<file path="src/rtl/seven_seg_pkg.sv">
// Shared types and constants for the multiplexed seven-segment scan controller.
package seven_seg_pkg;

  typedef enum logic {
    BLANK = 1'b0,
    DRIVE = 1'b1
  } scan_state_e;

  // Active-low segments: all ones means every segment is dark
  localparam logic [6:0] SEG_OFF = 7'b1111111;

endpackage

</file>
<file path="src/rtl/seven_seg_scan_ctrl_if.sv">
// Load handshake between a display-value producer and the scan controller.
interface seven_seg_scan_ctrl_if #(
  parameter int NUM_DIGITS = 4
);
  logic                    load_valid;
  logic [4*NUM_DIGITS-1:0] load_value;
  logic                    load_ready;

  modport master (output load_valid, load_value, input  load_ready);
  modport slave  (input  load_valid, load_value, output load_ready);
endinterface

</file>
<file path="src/rtl/seven_seg_scan_ctrl_dec.sv">
// Hex nibble to active-low {a,b,c,d,e,f,g} segment pattern, segment a in the MSB.
module hex_to_seven_segment (
  input  logic [3:0] i_hex,
  output logic [6:0] o_seg
);
  always_comb begin
    o_seg = 7'b1111111;
    case (i_hex)
      4'h0: o_seg = 7'b0000001;
      4'h1: o_seg = 7'b1001111;
      4'h2: o_seg = 7'b0010010;
      4'h3: o_seg = 7'b0000110;
      4'h4: o_seg = 7'b1001100;
      4'h5: o_seg = 7'b0100100;
      4'h6: o_seg = 7'b0100000;
      4'h7: o_seg = 7'b0001111;
      4'h8: o_seg = 7'b0000000;
      4'h9: o_seg = 7'b0000100;
      4'hA: o_seg = 7'b0001000;
      4'hB: o_seg = 7'b1100000;
      4'hC: o_seg = 7'b0110001;
      4'hD: o_seg = 7'b1000010;
      4'hE: o_seg = 7'b0110000;
      4'hF: o_seg = 7'b0111000;
      default: o_seg = 7'b1111111;
    endcase
  end
endmodule

</file>
<file path="src/rtl/seven_seg_scan_ctrl.sv">
// Time-multiplexed seven-segment scan controller with frame-synchronous value load.
// Optional leading-zero blanking: define SEVEN_SEG_LEADING_ZERO_BLANK_EN.
module seven_seg_scan_ctrl
  import seven_seg_pkg::*;
#(
  parameter int NUM_DIGITS   = 4,
  parameter int SLOT_CYCLES  = 50000,
  parameter int BLANK_CYCLES = 2
) (
  input  logic                  clk,
  input  logic                  reset,
  seven_seg_scan_ctrl_if.slave  ld,
  input  logic [NUM_DIGITS-1:0] digit_en,
  output logic [NUM_DIGITS-1:0] anode,
  output logic [6:0]            seven_seg,
  output logic                  frame_done
);

  localparam int CNT_W = $clog2(SLOT_CYCLES);
  localparam int IDX_W = $clog2(NUM_DIGITS);
  localparam logic [CNT_W-1:0] CNT_LAST       = CNT_W'(SLOT_CYCLES - 1);
  localparam logic [CNT_W-1:0] CNT_BLANK_LAST = CNT_W'(BLANK_CYCLES - 1);
  localparam logic [IDX_W-1:0] IDX_LAST       = IDX_W'(NUM_DIGITS - 1);

  logic [CNT_W-1:0]        r_cnt;
  logic [IDX_W-1:0]        r_idx;
  scan_state_e             r_state;
  logic [4*NUM_DIGITS-1:0] r_disp;
  logic [4*NUM_DIGITS-1:0] r_pend_val;
  logic                    r_pend;
  logic [NUM_DIGITS-1:0]   r_anode;
  logic [6:0]              r_seg;

  logic                    w_slot_end;
  logic                    w_frame_end;
  logic                    w_xfer;
  logic [3:0]              w_nib;
  logic [6:0]              w_seg;
  logic [NUM_DIGITS-1:0]   w_lz_keep;

  assign w_slot_end  = (r_cnt == CNT_LAST);
  assign w_frame_end = w_slot_end && (r_idx == IDX_LAST);
  assign w_xfer      = ld.load_valid && !r_pend;
  assign w_nib       = r_disp[{r_idx, 2'b00} +: 4];

  assign ld.load_ready = !r_pend;
  assign frame_done    = w_frame_end;
  assign anode         = r_anode;
  assign seven_seg     = r_seg;

  hex_to_seven_segment u_dec (
    .i_hex (w_nib),
    .o_seg (w_seg)
  );

`ifdef SEVEN_SEG_LEADING_ZERO_BLANK_EN
  logic w_seen;
  // Scan from the top nibble down; a digit is kept once any nibble at or above it is nonzero
  always_comb begin
    w_seen    = 1'b0;
    w_lz_keep = '0;
    for (int d = NUM_DIGITS - 1; d >= 0; d--) begin
      w_seen       = w_seen | (r_disp[4*d +: 4] != 4'h0);
      w_lz_keep[d] = w_seen | (d == 0);
    end
  end
`else
  assign w_lz_keep = '1;
`endif

  // Scan FSM; anode/segments register the current state and index
  always_ff @(posedge clk or posedge reset) begin
    if (reset) begin
      r_cnt   <= '0;
      r_idx   <= '0;
      r_state <= BLANK;
      r_anode <= '1;
      r_seg   <= SEG_OFF;
    end else begin
      if (w_slot_end) begin
        r_cnt   <= '0;
        r_idx   <= (r_idx == IDX_LAST) ? '0 : r_idx + 1'b1;
        r_state <= BLANK;
      end else begin
        r_cnt <= r_cnt + 1'b1;
        if (r_cnt == CNT_BLANK_LAST) r_state <= DRIVE;
      end

      if (r_state == DRIVE && digit_en[r_idx] && w_lz_keep[r_idx]) begin
        r_anode <= ~(NUM_DIGITS'(1) << r_idx);
        r_seg   <= w_seg;
      end else begin
        r_anode <= '1;
        r_seg   <= SEG_OFF;
      end
    end
  end

  // A pending value only reaches the display at frame end, so a frame is never torn
  always_ff @(posedge clk or posedge reset) begin
    if (reset) begin
      r_disp     <= '0;
      r_pend_val <= '0;
      r_pend     <= 1'b0;
    end else if (w_frame_end && r_pend) begin
      r_disp <= r_pend_val;
      r_pend <= 1'b0;
    end else if (w_xfer) begin
      r_pend_val <= ld.load_value;
      r_pend     <= 1'b1;
    end
  end

endmodule
</file>
<file path="src/flat_wrapper.sv">
// flat-port wrapper written by rule: the top's interface ports become plain ports
module seven_seg_scan_ctrl_flat import seven_seg_pkg::*;
#(
  parameter int NUM_DIGITS   = 4,
  parameter int SLOT_CYCLES  = 50000,
  parameter int BLANK_CYCLES = 2
)
  (clk, reset, digit_en, anode, seven_seg, frame_done, ld_load_valid, ld_load_value, ld_load_ready);
  seven_seg_scan_ctrl_if #(.NUM_DIGITS(NUM_DIGITS)) ld_i ();
  input  logic clk;
  input  logic reset;
  input  logic [NUM_DIGITS-1:0] digit_en;
  output logic [NUM_DIGITS-1:0] anode;
  output logic [6:0] seven_seg;
  output logic frame_done;
  input wire logic [$bits(ld_i.load_valid)-1:0] ld_load_valid;
  input wire logic [$bits(ld_i.load_value)-1:0] ld_load_value;
  output wire logic [$bits(ld_i.load_ready)-1:0] ld_load_ready;
  assign ld_i.load_valid = ld_load_valid;
  assign ld_i.load_value = ld_load_value;
  assign ld_load_ready = ld_i.load_ready;
  seven_seg_scan_ctrl #(.NUM_DIGITS(NUM_DIGITS), .SLOT_CYCLES(SLOT_CYCLES), .BLANK_CYCLES(BLANK_CYCLES)) u_core (.clk(clk), .reset(reset), .ld(ld_i), .digit_en(digit_en), .anode(anode), .seven_seg(seven_seg), .frame_done(frame_done));
endmodule
</file>
<file path="config.mk">
export PLATFORM = sky130hd
export DESIGN_NAME = seven_seg_scan_ctrl_flat
export DESIGN_NICKNAME = d
export VERILOG_FILES = /design/src/rtl/seven_seg_pkg.sv /design/src/rtl/seven_seg_scan_ctrl_if.sv /design/src/rtl/seven_seg_scan_ctrl_dec.sv /design/src/rtl/seven_seg_scan_ctrl.sv /design/src/flat_wrapper.sv
export SDC_FILE = /design/constraint.sdc
export NUM_CORES = 1
export LEC_CHECK = 0
export BUFFER_PORTS_ARGS = -buffer_cell sky130_fd_sc_hd__buf_4
export CAP_MARGIN = 0
export CELL_PAD_IN_SITES_DETAIL_PLACEMENT = 2
export CELL_PAD_IN_SITES_GLOBAL_PLACEMENT = 2
export CORE_AREA = 2 2 88 90
export CTS_BUF_LIST = sky130_fd_sc_hd__clkbuf_2 sky130_fd_sc_hd__clkbuf_4 sky130_fd_sc_hd__clkbuf_8
export CTS_CLUSTER_DIAMETER = 150
export DETAILED_ROUTE_END_ITERATION = 16
export DIE_AREA = 0 0 90 92
export PLACE_DENSITY = 0.79
export SKIP_CTS_REPAIR_TIMING = 1
export SLEW_MARGIN = 40
export SYNTH_ARGS = -nofsm -noshare
export SYNTH_HDL_FRONTEND = slang
export SYNTH_SLANG_ARGS = --single-unit
</file>
<file path="constraint.sdc">
create_clock -name clk -period 2.9 [get_ports clk]
set_input_delay 0.145 -clock clk [delete_from_list [all_inputs] [get_ports clk]]
set_output_delay 0.145 -clock clk [all_outputs]
set_load 0.005 [all_outputs]
</file>
# After elaboration in Yosys (flattened, before gate mapping)
# Memory sizes are Yosys's and may differ from the RTL's.
# Cells that the tools add are included.
[word_totals] ff_bits=63 rom_bits=112 output_inout_bits=13 elab_cells=40 mem_count=1
[op_classes] add_sub_neg=2 order_cmp=1 eq_ne=3 shifts=2 mux=12 n_bitwise=2 reduce_logical=9
[memory_table] name="(name not given)" words=16 width=7 read_ports=1 rd_ports_with_merged_regs=0 write_ports=0 line="seven_seg_scan_ctrl_dec.sv:8" source="case (i_hex)"
[op_table] op="16-bit by 1-bit adder with 16-bit output, second input constant" count=1
[op_table] op="16-bit by 1-bit equality test with 1-bit output, second input constant" count=1
[op_table] op="16-bit equality test, second input constant" count=1
[op_table] op="16-bit two-way mux" count=1
[op_table] op="16-bit by 5-bit variable part select with 4-bit output" count=1
[op_table] op="7-bit two-way mux" count=1
[op_table] op="1-bit two-way mux" count=6
[op_table] op="1-bit logical AND" count=5
[op_table] op="1-bit binary-select mux with 2-bit select" count=2
[op_table] op="4-bit two-way mux" count=1
[op_table] op="4-bit NOT" count=1
[op_table] op="2-bit nonzero test" count=2
[op_table] op="1-bit by 2-bit << shifter with 4-bit output, first input constant" count=1
[op_table] op="2-bit by 3-bit less-than comparator with 1-bit output, second input constant" count=1
[op_table] op="2-bit by 1-bit adder with 2-bit output, second input constant" count=1
[op_table] op="2-bit equality test, second input constant" count=1
[op_table] op="2-bit two-way mux" count=1
[op_table] op="2-bit AND reduction" count=1
[op_table] op="1-bit logical NOT" count=1
[op_table] op="1-bit NOT" count=1

# Logic depth before layout (Yosys ltp)
# Gate-level depths: netlist of the first run.
[depth] depth_word=5 mapped_depth=7

# Cells and area by module
# A second synthesis of the first run with hierarchy kept.
[unflattened] hier_cells=234 area_unflattened_um2=2925.3
[modules_own_cells] mod="seven_seg_scan_ctrl" n_inst=1 cells_each=198 area_per_inst_um2=2672.6 seq_area_each_um2=1590.3
[modules_own_cells] mod="hex_to_seven_segment" n_inst=1 cells_each=36 area_per_inst_um2=252.7 seq_area_each_um2=0.0

# Worst setup path after synthesis of the first run
# No wires, ideal clock.
[synth_timing] kind="flip-flop to flip-flop" startpoint="register u_core.r_cnt[0]" endpoint="register u_core.r_disp[1]" setup_ns=0.125 arrival_time_ns=1.938 required_time_ns=2.775 setup_slack_ns=0.838 path_stages_with_launch=7 path_buffers=1 period_less_slack_ns=2.062 path_cell_list="dfrtp_1 ha_1 nand3_2 or3_4 nor3_4 buf_6 mux2_2"
[synth_between] elab_chain_cells=3
[synth_rtl] element="start, declared" line="seven_seg_scan_ctrl.sv:25" source="logic [CNT_W-1:0] r_cnt;"
[synth_rtl] element="start signal, assigned" line="seven_seg_scan_ctrl.sv:85" source="r_cnt <= r_cnt + 1'b1;"
[synth_rtl] element="16-bit equality test" line="seven_seg_scan_ctrl.sv:41" source="assign w_slot_end = (r_cnt == CNT_LAST);"
[synth_rtl] element="1-bit logical AND" line="seven_seg_scan_ctrl.sv:42" source="assign w_frame_end = w_slot_end && (r_idx == IDX_LAST);"
[synth_rtl] element="1-bit logical AND" line="seven_seg_scan_ctrl.sv:105" source="end else if (w_frame_end && r_pend) begin"
[synth_rtl] element="end signal, assigned" line="seven_seg_scan_ctrl.sv:106" source="r_disp <= r_pend_val;"
[synth_rtl] element="end, declared" line="seven_seg_scan_ctrl.sv:28" source="logic [4*NUM_DIGITS-1:0] r_disp;"
# Every way passes these cells.
# A chain may end at the register's enable or synchronous reset.

# Final worst setup path of the first run
[layout_timing] startpoint="register u_core.r_cnt[4]" endpoint="output frame_done"
[layout_between] elab_chain_cells=2
[layout_rtl] element="16-bit equality test" line="seven_seg_scan_ctrl.sv:41"
[layout_rtl] element="1-bit logical AND" line="seven_seg_scan_ctrl.sv:42"
[layout_rtl] element="end, declared" line="flat_wrapper.sv:15" source="output logic frame_done;"
# Every way passes these cells.

==> results of run 1 <==
-- synth_stat cells (3+ instances only) --
cell type                   n  area (um2)
sky130_fd_sc_hd__nor3_1     5        25.0
sky130_fd_sc_hd__nor2b_1    3        18.8
sky130_fd_sc_hd__mux2_2    32         360
sky130_fd_sc_hd__nor2_1    13        48.8
sky130_fd_sc_hd__ha_1      12         150
sky130_fd_sc_hd__mux4_2     5         113
sky130_fd_sc_hd__o221ai_1   4        35.0
sky130_fd_sc_hd__and4_1     3        26.3
sky130_fd_sc_hd__dfrtp_1   52        1300
sky130_fd_sc_hd__buf_2      3        15.0
sky130_fd_sc_hd__xor2_1     5        43.8
sky130_fd_sc_hd__inv_1     11        41.3
sky130_fd_sc_hd__nand4_1    3        18.8
sky130_fd_sc_hd__nor4_1     4        25.0
sky130_fd_sc_hd__xnor2_1    8        70.1
sky130_fd_sc_hd__nand2_1   11        41.3
sky130_fd_sc_hd__nand3_1    6        30.0
sky130_fd_sc_hd__dfstp_2   11         289
sky130_fd_sc_hd__a21oi_1    4        20.0
-- worst max-delay path by stage --
stage | to | depth (start not counted) | start | slack, ps
after floorplan | u_core.r_disp[1] | 6 | u_core.r_cnt[0] | 840
after global placement | u_core.seven_seg[3] | 6 | u_core.r_idx[0] | 750
after detailed placement | u_core.r_disp[6] | 6 | u_core.r_cnt[0] | 650
after CTS | frame_done | 5 | u_core.r_cnt[4] | 390
after global routing | frame_done | 5 | u_core.r_cnt[4] | 280
final | frame_done | 5 | u_core.r_cnt[4] | 450
-- area by class of cell --
| type | instances | area, um2 | area share, % |
|---|---|---|---|
| Tap cell | 102 | 128 | 3.63 |
| Multi-Input combinational cell | 140 | 1210 | 34.5 |
| Clock inverter | 4 | 76.3 | 2.17 |
| Timing Repair Buffer | 40 | 303 | 8.61 |
| Inverter | 11 | 41.3 | 1.17 |
| Clock buffer | 12 | 165 | 4.70 |
| Sequential cell | 63 | 1590 | 45.2 |
-- layout by cell type (no fill, tap or decap), types with 5 or more instances in the layout --
master / netlist / final
sky130_fd_sc_hd__dfstp_2: 11 / 11
sky130_fd_sc_hd__clkbuf_8: 0 / 12
sky130_fd_sc_hd__mux2_2: 32 / 32
sky130_fd_sc_hd__buf_4: 0 / 39
sky130_fd_sc_hd__ha_1: 12 / 12
sky130_fd_sc_hd__mux4_2: 5 / 5
sky130_fd_sc_hd__dfrtp_1: 52 / 52
sky130_fd_sc_hd__nand3_1: 6 / 6
sky130_fd_sc_hd__inv_1: 11 / 10
sky130_fd_sc_hd__nor2_1: 13 / 13
sky130_fd_sc_hd__nor3_1: 5 / 5
sky130_fd_sc_hd__nand2_1: 11 / 11
sky130_fd_sc_hd__xnor2_1: 8 / 8
sky130_fd_sc_hd__xor2_1: 5 / 5
-- routing by layer --
metal | routed length [um] | share of wire (%) | up-vias | global-route usage [%]
met5 | 0 | 0 | - | 0
met4 | 85 | 1.2 | 0 | 6.28
met3 | 251 | 3.6 | 8 | 4.77
met2 | 3620 | 52 | 41 | 31.6
met1 | 3000 | 43 | 996 | 23.1
li1 | - | - | 867 | -
-- metrics by stage --
step | power [mW] | hold slack [ps]
global route | 1.99 | 26.6
detailed placement | 1.03 | 301
global placement | 1.02 | 295
CTS | 1.95 | -63.6
floorplan | 0.980 | 270
finish | 1.92 | 36.9
-- state kept, by name, summed over array words and instances (netlist names) --
signal             count
u_core.r_cnt          16
u_core.r_pend_val     16
u_core.r_pend          1
u_core.r_disp         16
u_core.anode           4
u_core.r_state         1
u_core.r_idx           2
u_core.seven_seg       7
-- power by group through the flow --
stage / logic, mW / registers, mW / clock network [mW]
2_1_floorplan: 0.0411 / 0.939 / 0
3_3_place_gp: 0.0801 / 0.945 / 0
3_5_place_dp: 0.0846 / 0.948 / 0
4_1_cts: 0.0849 / 0.932 / 0.929
5_1_grt: 0.0932 / 0.935 / 0.964
6_report: 0.0827 / 0.931 / 0.909
-- cell families after synthesis --
| logic type | after synthesis |
|---|---|
| AOI/OAI and AO/OA | 17 |
| DFF | 63 |
| muxes | 39 |
| and+or+nand+nor | 59 |
| adders and majority gates | 12 |
| xor gates and xnor gates | 13 |
| buffers and inverters | 18 |
==> impl_table.tex, run 1 <==
\begin{tabular}{lr}
\hline
Metric & Value \\
\hline
\multicolumn{2}{l}{\textbf{Power}} \\
\quad Clock network fraction of design power & $\sim$47\% \\
\quad IR Drop Worst-Case VDD & 0.264 mV \\
\quad Power density over the cells & 547 nW/um2 \\
\quad Net switching fraction of the power & 21.1\% \\
\quad Leakage power total & between 1.5 and 2 nW \\
\quad Switching Power & around 400 uW \\
\quad Combinational cell fraction of total power & 4.3\% \\
\quad Relative contribution of sequential cells to total power & between 40 and 50\% \\
\quad Total internal power & 1.52 mW \\
\multicolumn{2}{l}{\textbf{Die}} \\
\quad Starting Density & 38.6\% \\
\quad I/O pin cnt & 36 \\
\quad Core region area & 7450 um2 \\
\quad Die footprint & just over 8000 um2 \\
\quad Die X-Extent & 90 um \\
\quad Row count & 32 \\
\quad Vert. Die Dim & between 90 and 100 um \\
\multicolumn{2}{l}{\textbf{Critical path}} \\
\quad Worst-path cell chain & nor4\_1, nand2\_1, nor4\_2, and2\_1, buf\_4 \\
\quad Kind of start point of the critical path & flop \\
\quad Slowest Stage Delay on Critical Path & 580 ps \\
\quad Slowest cell on crit path & sky130\_fd\_sc\_hd\_\_nor4\_2 \\
\quad Worst r2r dst & u\_core.r\_disp[0] \\
\quad Internal reg-to-reg setup slack & 650 ps \\
\quad Kind of cell with the highest combined delay on the critical path & simple AND/OR/NAND/NOR gates \\
\quad Largest fanout on the critical path & 6 \\
\quad Critical path type & reg2out \\
\quad Worst path bufs/invs & 1 \\
\quad Number of cells traversed by the worst register-to-register path & 6 \\
\quad Critical path data required time & 2760 ps \\
\quad Element type at the critical path end & output pin \\
\quad R2r startpoint & u\_core.r\_cnt[0] \\
\quad WP data arrival & 2310 ps \\
\multicolumn{2}{l}{\textbf{Synthesis}} \\
\quad Arithmetic-cell share of the synthesized area counting full adders, half adders and majority gates & 5.22\% \\
\quad Unique cell type count in the Yosys netlist & 39 \\
\quad Multiplexer area fraction after synthesis & 17.2\% \\
\quad Main combinational cell family by area after synthesis & multiplexers \\
\quad Fraction of registers with async set/reset & 100\% \\
\quad Syn\_nets & around 260 \\
\quad Syn Inst Count & around 220 \\
\quad Number of synthesized register bits & 63 \\
\quad Portion of the post-synthesis area used by sequential elements & between 50\% and 60\% \\
\quad Number of flops mapped to enable cells by yosys & 0 \\
\quad Synthesis warning total & 0 \\
\quad Dominant synthesized flop cell & sky130\_fd\_sc\_hd\_\_dfrtp\_1 \\
\quad Post-synthesis area per instance & 13.0 um2 \\
\quad Synthesized-area fraction occupied by and/or/nand/nor cells & around 11\% \\
\quad Syn Std Cell Area & 2880 um2 \\
\quad Synthesized-area fraction occupied by xor and xnor cells & under 10\% \\
\quad Share of the synthesized area in compound gates (AO/OA/AOI/OAI) & 4.26\% \\
\multicolumn{2}{l}{\textbf{Global route}} \\
\quad Pin count of the biggest net entering global routing & 34 \\
\quad Number of antenna violations at the first check in global routing & 0 \\
\quad Total routing usage reported by global routing & 18.5\% \\
\quad Number of global-route vias before repair & 2,225 \\
\quad Wire length of the first global-routing pass & between 10,000 and 15,000 um \\
\quad Total congestion overflow after global routing & 0 \\
\multicolumn{2}{l}{\textbf{Placed design}} \\
\quad Dpl cells & 355 \\
\quad Area post-placement & 3270 um2 \\
\quad GPL Wtd Cong & 0.743 \\
\quad HPWL reported at the end of detailed placement & about 5000 um \\
\quad \# port buffers & 35 \\
\quad Worst slack at placement & 645 ps \\
\multicolumn{2}{l}{\textbf{CTS}} \\
\quad H-tree depth reported by CTS & 3 \\
\quad TritonCTS clock tree & yes \\
\quad TritonCTS sink count & 63 \\
\quad Clock Latency Late Sink & around 340 ps \\
\quad Clock edge transition at the registers on the reported setup and hold paths & about 70 ps \\
\quad Number of buffers added by the clock tree synthesis step & 9 \\
\quad Clk Tree Root Cell & sky130\_fd\_sc\_hd\_\_clkbuf\_8 \\
\quad Largest buffer count on any clock path & 2 \\
\multicolumn{2}{l}{\textbf{Timing}} \\
\quad Headroom to the max-slew limit & 53.8\% \\
\quad Final Critical Period & 2450 ps \\
\quad Final setup violating endpoints & 0 \\
\quad Maximum achievable frequency & just over 400 MHz \\
\quad Smallest setup slack after layout & 450 ps \\
\quad Final cycle utilization of the critical path & 84.5\% \\
\quad Worst Tran Pin Value & 692 ps \\
\quad Count of pins over their slew limit & 0 \\
\quad Final number of hold-violating endpoints & 0 \\
\quad Setup repair after global routing missed its margin & no \\
\quad Sum of negative setup slack & 0 ps \\
\quad Final setup skew & 8.77 ps \\
\multicolumn{2}{l}{\textbf{Layout}} \\
\quad Number of fill cells & 759 \\
\quad Ant diodes & 0 \\
\quad Number of non-filler instances in the completed layout & 372 \\
\quad Layout Area Growth over Synthesis & 22.3\% \\
\quad Cell area after layout & 3520 um2 \\
\quad Utilization after layout & 47.2\% \\
\quad Layout Nets & 300 \\
\quad Share of layout cells above drive strength 1 & between 40 and 50\% \\
\multicolumn{2}{l}{\textbf{Hold path}} \\
\quad Worst min-delay path class & in2reg \\
\quad Number of cells on the worst hold path & 2 \\
\quad Worst Min Path Start & ld\_load\_value[13] \\
\quad Hold path endpoint & u\_core.r\_pend\_val[13] \\
\multicolumn{2}{l}{\textbf{Route}} \\
\quad 1st-pass router iterations & 4 \\
\quad Per-cell routed wire length & 18.7 um \\
\quad Via/cell ratio & 5.14 \\
\quad Total routed wirelength & 6960 um \\
\quad Detailed Route Iter0 Violations & between 100 and 150 \\
\quad Detailed-route DRC error count & 0 \\
\quad Count of antenna-violating nets left after detailed routing & 0 \\
\quad Routed via count & 1,912 \\
\multicolumn{2}{l}{\textbf{Run status}} \\
\quad Outcome & complete, no violations \\
\multicolumn{2}{l}{\textbf{Job}} \\
\quad Maximum capacitance violations & 0 \\
\hline
\end{tabular}
No activity file was read; power rests on OpenSTA's default activity.
==> inputs of run 2 (changes only) <==
Settings changed: ABC_AREA set to 1, CORE_AREA 2 2 88 90 to 2 2 96 98, DIE_AREA 0 0 90 92 to 0 0 98 100, PLACE_DENSITY 0.79 to 0.8.
Clock period 2.9 ns to 2.4 ns, I/O delays scaled along.
==> impl_table.tex, run 2 <==
\begin{tabular}{lr}
\hline
Metric & Value \\
\hline
\multicolumn{2}{l}{\textbf{Run status}} \\
\quad Outcome & complete, no violations (unchanged) \\
\multicolumn{2}{l}{\textbf{Timing}} \\
\quad Worst Tran Pin Value & 702 ps (was 692 ps) \\
\quad Final setup skew & 7.90 ps (was 8.77 ps) \\
\quad Count of pins over their slew limit & 0 (unchanged) \\
\quad Final Critical Period & around 2000 ps \\
\quad Maximum achievable frequency & 493 MHz \\
\quad Final number of hold-violating endpoints & 0 (unchanged) \\
\quad Headroom to the max-slew limit & 53.1\% (was 53.8\%) \\
\quad Setup repair after global routing missed its margin & no (unchanged) \\
\quad Sum of negative setup slack & 0 ps (unchanged) \\
\quad Smallest setup slack after layout & 370 ps (was 450 ps) \\
\quad Final cycle utilization of the critical path & between 80 and 90\% \\
\quad Final setup violating endpoints & 0 (unchanged) \\
\quad Post-route worst hold slack & 1.34 ps (was 36.9 ps) \\
\multicolumn{2}{l}{\textbf{Power}} \\
\quad Power density over the cells & 592 nW/um2 (was 547 nW/um2) \\
\quad Net switching fraction of the power & 22.0\% (was 21.1\%) \\
\quad Leakage power total & 1.98 nW (was 1.58 nW) \\
\quad IR Drop Worst-Case VDD & 0.326 mV (was 0.264 mV) \\
\quad Sum of internal, switching and leakage power & 2.26 mW (was 1.92 mW) \\
\quad Relative contribution of sequential cells to total power & 49.7\% (was 48.4\%) \\
\quad Total internal power & 1.76 mW (was 1.52 mW) \\
\quad Combinational cell fraction of total power & 4.7\% (was 4.3\%) \\
\quad Clock network fraction of design power & 45.5\% (was 47.3\%) \\
\quad Switching Power & 497 uW (was 406 uW) \\
\multicolumn{2}{l}{\textbf{Global route}} \\
\quad Pin count of the biggest net entering global routing & 34 (unchanged) \\
\quad Number of global-route vias before repair & 2,839 (was 2,225) \\
\quad Total congestion overflow after global routing & 0 (unchanged) \\
\quad Number of antenna violations at the first check in global routing & 0 (unchanged) \\
\quad Total routing usage reported by global routing & 17.8\% (was 18.5\%) \\
\quad Wire length of the first global-routing pass & 13,800 um (was 11,800 um) \\
\multicolumn{2}{l}{\textbf{Synthesis}} \\
\quad Syn\_nets & 390 (was 256) \\
\quad Synthesis warning total & 0 (unchanged) \\
\quad Largest cells by area after synthesis & sky130\_fd\_sc\_hd\_\_dfrtp\_1 41\%, sky130\_fd\_sc\_hd\_\_nand2\_1 12\%, sky130\_fd\_sc\_hd\_\_dfstp\_2 9.1\% (was sky130\_fd\_sc\_hd\_\_dfrtp\_1 45\%, sky130\_fd\_sc\_hd\_\_mux2\_2 13\%, sky130\_fd\_sc\_hd\_\_dfstp\_2 10\%) \\
\quad Top cells by count, synth & 100 x sky130\_fd\_sc\_hd\_\_nand2\_1, 52 x sky130\_fd\_sc\_hd\_\_dfrtp\_1, 46 x sky130\_fd\_sc\_hd\_\_nand3\_1 (was 52 x sky130\_fd\_sc\_hd\_\_dfrtp\_1, 32 x sky130\_fd\_sc\_hd\_\_mux2\_2, 13 x sky130\_fd\_sc\_hd\_\_nor2\_1) \\
\quad Dominant synthesized flop cell & sky130\_fd\_sc\_hd\_\_dfrtp\_1 (unchanged) \\
\quad Portion of the post-synthesis area used by sequential elements & 50.1\% (was 55.3\%) \\
\quad Fraction of registers with async set/reset & 100\% (unchanged) \\
\quad Proportion of netlist area held by the largest area contributor & 41.0\% (was 45.2\%) \\
\quad Syn Std Cell Area & 3180 um2 (was 2880 um2) \\
\quad Post-synthesis area per instance & 8.95 um2 (was 13.0 um2) \\
\quad Number of flops mapped to enable cells by yosys & 0 (unchanged) \\
\quad Largest area contributor in the netlist & sky130\_fd\_sc\_hd\_\_dfrtp\_1 (unchanged) \\
\quad Number of synthesized register bits & 63 (unchanged) \\
\quad Leading cell type by number of instances after synthesis & sky130\_fd\_sc\_hd\_\_nand2\_1 (was sky130\_fd\_sc\_hd\_\_dfrtp\_1) \\
\quad Syn Inst Count & 355 (was 221) \\
\quad Unique cell type count in the Yosys netlist & 29 (was 39) \\
\multicolumn{2}{l}{\textbf{Route}} \\
\quad Detailed-route DRC error count & 0 (unchanged) \\
\quad Total routed wirelength & 8060 um (was 6960 um) \\
\quad Count of antenna-violating nets left after detailed routing & 0 (unchanged) \\
\quad Routed via count & 2,532 (was 1,912) \\
\quad Detailed Route Iter0 Violations & 42 (was 102) \\
\quad Via/cell ratio & 4.90 (was 5.14) \\
\quad Per-cell routed wire length & 15.6 um (was 18.7 um) \\
\quad 1st-pass router iterations & 4 (unchanged) \\
\multicolumn{2}{l}{\textbf{CTS}} \\
\quad TritonCTS clock tree & yes (unchanged) \\
\quad Clock Latency Late Sink & 350 ps (was 340 ps) \\
\quad Clk Tree Root Cell & sky130\_fd\_sc\_hd\_\_clkbuf\_8 (unchanged) \\
\quad TritonCTS sink count & 63 (unchanged) \\
\quad Largest buffer count on any clock path & 2 (unchanged) \\
\quad H-tree depth reported by CTS & 3 (unchanged) \\
\quad Number of buffers added by the clock tree synthesis step & 9 (unchanged) \\
\quad Clock edge transition at the registers on the reported setup and hold paths & 70 ps (about the same) \\
\multicolumn{2}{l}{\textbf{Die}} \\
\quad Core region area & 8890 um2 (was 7450 um2) \\
\quad Die X-Extent & 98 um (was 90 um) \\
\quad Starting Density & 35.7\% (was 38.6\%) \\
\quad I/O pin cnt & 36 (unchanged) \\
\quad Die footprint & 9800 um2 (was 8280 um2) \\
\quad Row count & 35 (was 32) \\
\quad Vert. Die Dim & 100 um (was 92 um) \\
\multicolumn{2}{l}{\textbf{Critical path}} \\
\quad Worst-path cell chain & ha\_1, nand2\_2, inv\_2, nand2\_1, nor2\_4, nand2\_4, nor2\_8, buf\_4 (was nor4\_1, nand2\_1, nor4\_2, and2\_1, buf\_4) \\
\quad Slowest Stage Delay on Critical Path & 400 ps (was 580 ps) \\
\quad Largest fanout on the critical path & 17 (was 6) \\
\quad Number of cells traversed by the worst register-to-register path & 10 (was 6) \\
\quad Slowest cell on crit path & sky130\_fd\_sc\_hd\_\_dfrtp\_1 (was sky130\_fd\_sc\_hd\_\_nor4\_2) \\
\quad Element type at the critical path end & output pin (unchanged) \\
\quad Critical path type & reg2out (unchanged) \\
\quad WP data arrival & 1910 ps (was 2310 ps) \\
\quad Critical path data required time & 2280 ps (was 2760 ps) \\
\quad Kind of start point of the critical path & flop (unchanged) \\
\multicolumn{2}{l}{\textbf{Hold path}} \\
\quad Worst min-delay path class & in2reg (unchanged) \\
\quad Number of cells on the worst hold path & 2 (unchanged) \\
\multicolumn{2}{l}{\textbf{Layout}} \\
\quad Ant diodes & 0 (unchanged) \\
\quad Layout Nets & 436 (was 300) \\
\quad Share of layout cells above drive strength 1 & 26.1\% (was 40.7\%) \\
\quad Most common cell after layout, fill and taps aside & sky130\_fd\_sc\_hd\_\_nand2\_1 (was sky130\_fd\_sc\_hd\_\_dfrtp\_1) \\
\quad Layout Area Growth over Synthesis & 19.9\% (was 22.3\%) \\
\quad Number of fill cells & 999 (was 759) \\
\quad Number of non-filler instances in the completed layout & 517 (was 372) \\
\quad Top library cells by usage in the layout, fill and taps aside & 100 x sky130\_fd\_sc\_hd\_\_nand2\_1, 52 x sky130\_fd\_sc\_hd\_\_dfrtp\_1, 46 x sky130\_fd\_sc\_hd\_\_nand3\_1, 37 x sky130\_fd\_sc\_hd\_\_buf\_4, 36 x sky130\_fd\_sc\_hd\_\_nor2\_1 (was 52 x sky130\_fd\_sc\_hd\_\_dfrtp\_1, 39 x sky130\_fd\_sc\_hd\_\_buf\_4, 32 x sky130\_fd\_sc\_hd\_\_mux2\_2, 13 x sky130\_fd\_sc\_hd\_\_nor2\_1) \\
\quad Largest registers & u\_core.r\_cnt (16), u\_core.r\_disp (16), u\_core.r\_pend\_val (16) (unchanged) \\
\multicolumn{2}{l}{\textbf{Placed design}} \\
\quad HPWL reported at the end of detailed placement & 5780 um (was 4890 um) \\
\quad Dpl cells & 497 (was 355) \\
\quad Worst slack at placement & 580 ps (was 645 ps) \\
\quad GPL Wtd Cong & 0.803 (was 0.743) \\
\quad \# port buffers & 35 (unchanged) \\
\multicolumn{2}{l}{\textbf{Job}} \\
\quad Maximum capacitance violations & 0 (unchanged) \\
\hline
\end{tabular}
==> run 2: cell count changes after synthesis, sizes merged, moves of 5 or more <==
cell,before,now
inv,11,31
nor2,13,45
mux4,5,0
xnor2,8,1
nand2,11,108
nand3,7,47
o21ai,2,9
mux2,33,16
==> run 2: final timing paths <==
| check | start | end | slack [ps] |
|---|---|---|---|
| setup / recovery | u_core.r_cnt[1] | frame_done | 370 |
| min in group asynchronous | reset | u_core.r_cnt[10] | 450 |
| setup reg to reg | u_core.r_idx[0] | u_core.seven_seg[6] | 550 |
| hold / removal | ld_load_value[0] | u_core.r_pend_val[0] | 1 |
| hold reg to reg | u_core.r_disp[14] | u_core.r_disp[14] | 490 |
| max in group asynchronous | reset | u_core.r_disp[0] | 1330 |
==> run 2: layout make-up <==
cell class | count | area, um2 | share of cell area [%]
Sequential cell | 63 | 1590 | 41.7
Multi-Input combinational cell | 254 | 1410 | 37.0
Timing Repair Buffer | 42 | 338 | 8.87
Tap cell | 111 | 139 | 3.65
Clock buffer | 10 | 131 | 3.45
Inverter | 31 | 116 | 3.05
Clock inverter | 6 | 85.1 | 2.23
==> run 2: power by group through the flow <==
stage / clock, mW / sequential, mW / combinational [mW]
4_1_cts: 1.06 / 1.12 / 0.106
2_1_floorplan: 0 / 1.14 / 0.0498
6_report: 1.03 / 1.12 / 0.107
3_3_place_gp: 0 / 1.14 / 0.101
5_1_grt: 1.09 / 1.13 / 0.120
3_5_place_dp: 0 / 1.14 / 0.106
==> run 2: critical path, delay by kind of cell (launching register included) <==
family | cells | cell delay, ps
AND/OR/NAND/NOR | 5 | 710
flip-flops | 1 | 400
buffers and inverters | 2 | 230
adder cells (fa/ha/maj) | 1 | 210
==> run 2: through the flow <==
| stage | utilization, % | cell area (um2) |
|---|---|---|
| after global placement | 40.0 | 3550 |
| after floorplan | - | 3180 |
| after CTS | 42.4 | 3770 |
| after global routing | 42.9 | 3810 |
| after detailed placement | 40.0 | 3550 |
| final | 42.9 | 3810 |
==> run 2: logic make-up (layout without fill, tap and decap cells) <==
kind of cell | count (synthesis) | count (layout) | synth area share, %
AND/OR/NAND/NOR | 207 | 207 | 30.1
AO/OA/AOI/OAI | 12 | 12 | 1.97
multiplexers | 16 | 16 | 5.67
flip-flops | 63 | 63 | 50.1
buffers and inverters | 38 | 89 | 5.55
adder cells (fa/ha/maj) | 12 | 12 | 4.73
XOR/XNOR | 7 | 7 | 1.93
==> run 2: per-layer routing <==
| metal | GRT usage [%] | share of wire, % | up-vias |
|---|---|---|---|
| li1 | - | - | 1218 |
| met1 | 21.0 | 42 | 1260 |
| met2 | 32.5 | 53 | 43 |
| met3 | 2.92 | 2.9 | 11 |
| met4 | 7.16 | 1.7 | 0 |
| met5 | 0 | 0 | - |
==> inputs of run 3 (changes only) <==
Settings changed: CORE_AREA 2 2 96 98 to 2 2 100 102, DIE_AREA 0 0 98 100 to 0 0 102 104, PLACE_DENSITY 0.8 to 0.77.
Clock period 2.4 ns to 1.75 ns, I/O delays scaled along.
==> impl_table.tex, run 3 (synthesis gave the netlist of run 2 again) <==
\begin{tabular}{lr}
\hline
Metric & Value \\
\hline
\multicolumn{2}{l}{\textbf{Die}} \\
\quad Starting Density & 33.3\% (was 35.7\%) \\
\quad Row count & 36 (was 35) \\
\quad Vert. Die Dim & 104 um (was 100 um) \\
\quad Die X-Extent & 102 um (was 98 um) \\
\quad I/O pin cnt & 36 (unchanged) \\
\quad Core region area & 9550 um2 (was 8890 um2) \\
\quad Die footprint & 10,600 um2 (was 9800 um2) \\
\multicolumn{2}{l}{\textbf{Power}} \\
\quad Combinational cell fraction of total power & 6.0\% (was 4.7\%) \\
\quad Leakage power total & 2.12 nW (was 1.98 nW) \\
\quad Total internal power & 2.24 mW (was 1.76 mW) \\
\quad Sum of internal, switching and leakage power & 2.95 mW (was 2.26 mW) \\
\quad Clock network fraction of design power & 41.7\% (was 45.5\%) \\
\quad Power density over the cells & 717 nW/um2 (was 592 nW/um2) \\
\quad Net switching fraction of the power & 24.1\% (was 22.0\%) \\
\quad Relative contribution of sequential cells to total power & 52.2\% (was 49.7\%) \\
\quad Switching Power & 710 uW (was 497 uW) \\
\quad IR Drop Worst-Case VDD & 0.509 mV (was 0.326 mV) \\
\multicolumn{2}{l}{\textbf{Timing}} \\
\quad Maximum achievable frequency & 561 MHz \\
\quad Final Critical Period & 1780 ps \\
\quad Final setup violating endpoints & 1 (was 0) \\
\quad Headroom to the max-slew limit & 73.4\% (was 53.1\%) \\
\quad Count of pins over their slew limit & 0 (unchanged) \\
\quad Worst Tran Pin Value & 399 ps (was 702 ps) \\
\quad Setup repair after global routing missed its margin & yes (was no) \\
\quad Smallest setup slack after layout & -31.3 ps (was 370 ps) \\
\quad Final setup skew & 11.0 ps (was 7.90 ps) \\
\quad Final number of hold-violating endpoints & 0 (unchanged) \\
\quad Post-route worst hold slack & 271 ps (was 1.34 ps) \\
\quad Final cycle utilization of the critical path & 102\% \\
\multicolumn{2}{l}{\textbf{Critical path}} \\
\quad Internal reg-to-reg setup slack & 30 ps (was 550 ps) \\
\quad Largest fanout on the critical path & 7 (was 17) \\
\quad Worst r2r dst & u\_core.r\_disp[10] (was u\_core.seven\_seg[6]) \\
\quad Critical path data required time & 1660 ps (was 2280 ps) \\
\quad WP data arrival & 1690 ps (was 1910 ps) \\
\quad Kind of start point of the critical path & flop (unchanged) \\
\quad R2r startpoint & u\_core.r\_cnt[1] (was u\_core.r\_idx[0]) \\
\quad Number of cells traversed by the worst register-to-register path & 11 (was 10) \\
\quad Critical path type & reg2out (unchanged) \\
\quad Element type at the critical path end & output pin (unchanged) \\
\multicolumn{2}{l}{\textbf{Layout}} \\
\quad Utilization after layout & 43.1\% (was 42.9\%) \\
\quad Layout Area Growth over Synthesis & 29.5\% (was 19.9\%) \\
\quad Layout Nets & 468 (was 436) \\
\quad Largest registers & u\_core.r\_cnt (16), u\_core.r\_disp (16), u\_core.r\_pend\_val (16) (unchanged) \\
\quad Top library cells by usage in the layout, fill and taps aside & 97 x sky130\_fd\_sc\_hd\_\_nand2\_1, 53 x sky130\_fd\_sc\_hd\_\_buf\_4, 52 x sky130\_fd\_sc\_hd\_\_dfrtp\_1, 43 x sky130\_fd\_sc\_hd\_\_nand3\_1, 35 x sky130\_fd\_sc\_hd\_\_nor2\_1 (was 100 x sky130\_fd\_sc\_hd\_\_nand2\_1, 52 x sky130\_fd\_sc\_hd\_\_dfrtp\_1, 46 x sky130\_fd\_sc\_hd\_\_nand3\_1, 37 x sky130\_fd\_sc\_hd\_\_buf\_4, 36 x sky130\_fd\_sc\_hd\_\_nor2\_1) \\
\quad Ant diodes & 0 (unchanged) \\
\quad Most common cell after layout, fill and taps aside & sky130\_fd\_sc\_hd\_\_nand2\_1 (unchanged) \\
\quad Share of layout cells above drive strength 1 & 30.4\% (was 26.1\%) \\
\quad Number of non-filler instances in the completed layout & 571 (was 517) \\
\multicolumn{2}{l}{\textbf{Hold path}} \\
\quad Hold path endpoint & u\_core.seven\_seg[5] (was u\_core.r\_pend\_val[0]) \\
\quad Worst min-delay path class & in2reg (unchanged) \\
\quad Number of cells on the worst hold path & 6 (was 2) \\
\quad Worst Min Path Start & digit\_en[3] (was ld\_load\_value[0]) \\
\multicolumn{2}{l}{\textbf{CTS}} \\
\quad TritonCTS clock tree & yes (unchanged) \\
\quad H-tree depth reported by CTS & 3 (unchanged) \\
\quad Clk Tree Root Cell & sky130\_fd\_sc\_hd\_\_clkbuf\_8 (unchanged) \\
\quad TritonCTS sink count & 63 (unchanged) \\
\quad Clock Latency Late Sink & 360 ps (was 350 ps) \\
\quad Number of buffers added by the clock tree synthesis step & 9 (unchanged) \\
\quad Clock edge transition at the registers on the reported setup and hold paths & 80 ps (was 70 ps) \\
\quad Largest buffer count on any clock path & 2 (unchanged) \\
\multicolumn{2}{l}{\textbf{Route}} \\
\quad Total routed wirelength & 8550 um (was 8060 um) \\
\quad Via/cell ratio & 4.64 (was 4.90) \\
\quad 1st-pass router iterations & 4 (unchanged) \\
\quad Routed via count & 2,651 (was 2,532) \\
\quad Detailed Route Iter0 Violations & 48 (was 42) \\
\quad Count of antenna-violating nets left after detailed routing & 0 (unchanged) \\
\quad Detailed-route DRC error count & 0 (unchanged) \\
\quad Per-cell routed wire length & 15.0 um (was 15.6 um) \\
\multicolumn{2}{l}{\textbf{Placed design}} \\
\quad Dpl cells & 525 (was 497) \\
\quad HPWL reported at the end of detailed placement & 5790 um (was 5780 um) \\
\quad \# port buffers & 35 (unchanged) \\
\quad GPL Wtd Cong & 0.765 (was 0.803) \\
\multicolumn{2}{l}{\textbf{Global route}} \\
\quad Total congestion overflow after global routing & 0 (unchanged) \\
\quad Wire length of the first global-routing pass & 13,500 um (was 13,800 um) \\
\quad Number of antenna violations at the first check in global routing & 0 (unchanged) \\
\quad Total routing usage reported by global routing & 16.2\% (was 17.8\%) \\
\quad Pin count of the biggest net entering global routing & 36 (was 34) \\
\quad Number of global-route vias before repair & 2,766 (was 2,839) \\
\multicolumn{2}{l}{\textbf{Job}} \\
\quad Maximum capacitance violations & 0 (unchanged) \\
\multicolumn{2}{l}{\textbf{Run status}} \\
\quad Violated checks & negative setup slack \\
\quad Outcome & finished with violations (was complete, no violations) \\
\hline
\end{tabular}
[run 3: cell types whose count changed in the layout (fill, tap and decap cells not counted), sizes merged]
cell,before,now
bufinv,2,0
clkinvlp,2,1
clkbuf,10,13
dlygate4sd3,4,18
buf,38,56
[run 3: how the worst max path moves through the flow]
| stage | to | cells after the start | start | slack (ps) |
|---|---|---|---|---|
| after floorplan | u_core.r_cnt[0] | 1 | reset | 110 |
| after global placement | u_core.seven_seg[6] | 10 | u_core.r_idx[0] | 130 |
| after detailed placement | u_core.seven_seg[6] | 10 | u_core.r_idx[0] | 60 |
| after CTS | frame_done | 8 | u_core.r_cnt[0] | -260 |
| after global routing | frame_done | 8 | u_core.r_cnt[1] | -140 |
| final | frame_done | 8 | u_core.r_cnt[1] | -30 |
[run 3: stage by stage]
step,setup slack (ps),instance area [um2],setup TNS [ps]
global route,-138,4120,-608
global placement,131,3630,0
detailed placement,58.7,3630,0
finish,-31.3,4120,-31.3
CTS,-264,3810,-264
floorplan,111,3180,0
[run 3: per-layer routing]
layer / part of all wire, % / up-vias / global-route usage (%)
li1: - / 1281 / -
met1: 44 / 1324 / 20.8
met2: 52 / 38 / 26.8
met3: 2.8 / 8 / 3.83
met4: 1.2 / 0 / 4.86
met5: 0 / - / 0
[run 3: power by group through the flow]
stage          sequential [mW]  combinational, mW  clock [mW]
3_3_place_gp              1.56              0.140           0
2_1_floorplan             1.56             0.0683           0
3_5_place_dp              1.57              0.146           0
6_report                  1.54              0.178        1.23
4_1_cts                   1.54              0.146        1.25
5_1_grt                   1.55              0.199        1.34
[run 3: worst max-delay path: stages, from the launching register on]
cell and delay (ps):
sky130_fd_sc_hd__dfrtp_1 380, sky130_fd_sc_hd__ha_2 200, sky130_fd_sc_hd__nand2_2 60, sky130_fd_sc_hd__inv_2 70, sky130_fd_sc_hd__nand2_2 60, sky130_fd_sc_hd__nor2_4 170, sky130_fd_sc_hd__nand2_4 100, sky130_fd_sc_hd__nor2_8 180
sky130_fd_sc_hd__buf_6 120
[run 3: area by class of cell]
type / count / area [um2]
clock inverter: 3 / 17.5
tap: 133 / 166
clock buffer: 13 / 166
timing repair buffer: 74 / 621
multi-input combinational: 254 / 1440
inverter: 31 / 116
fill: 1065 / 5430
sequential: 63 / 1590
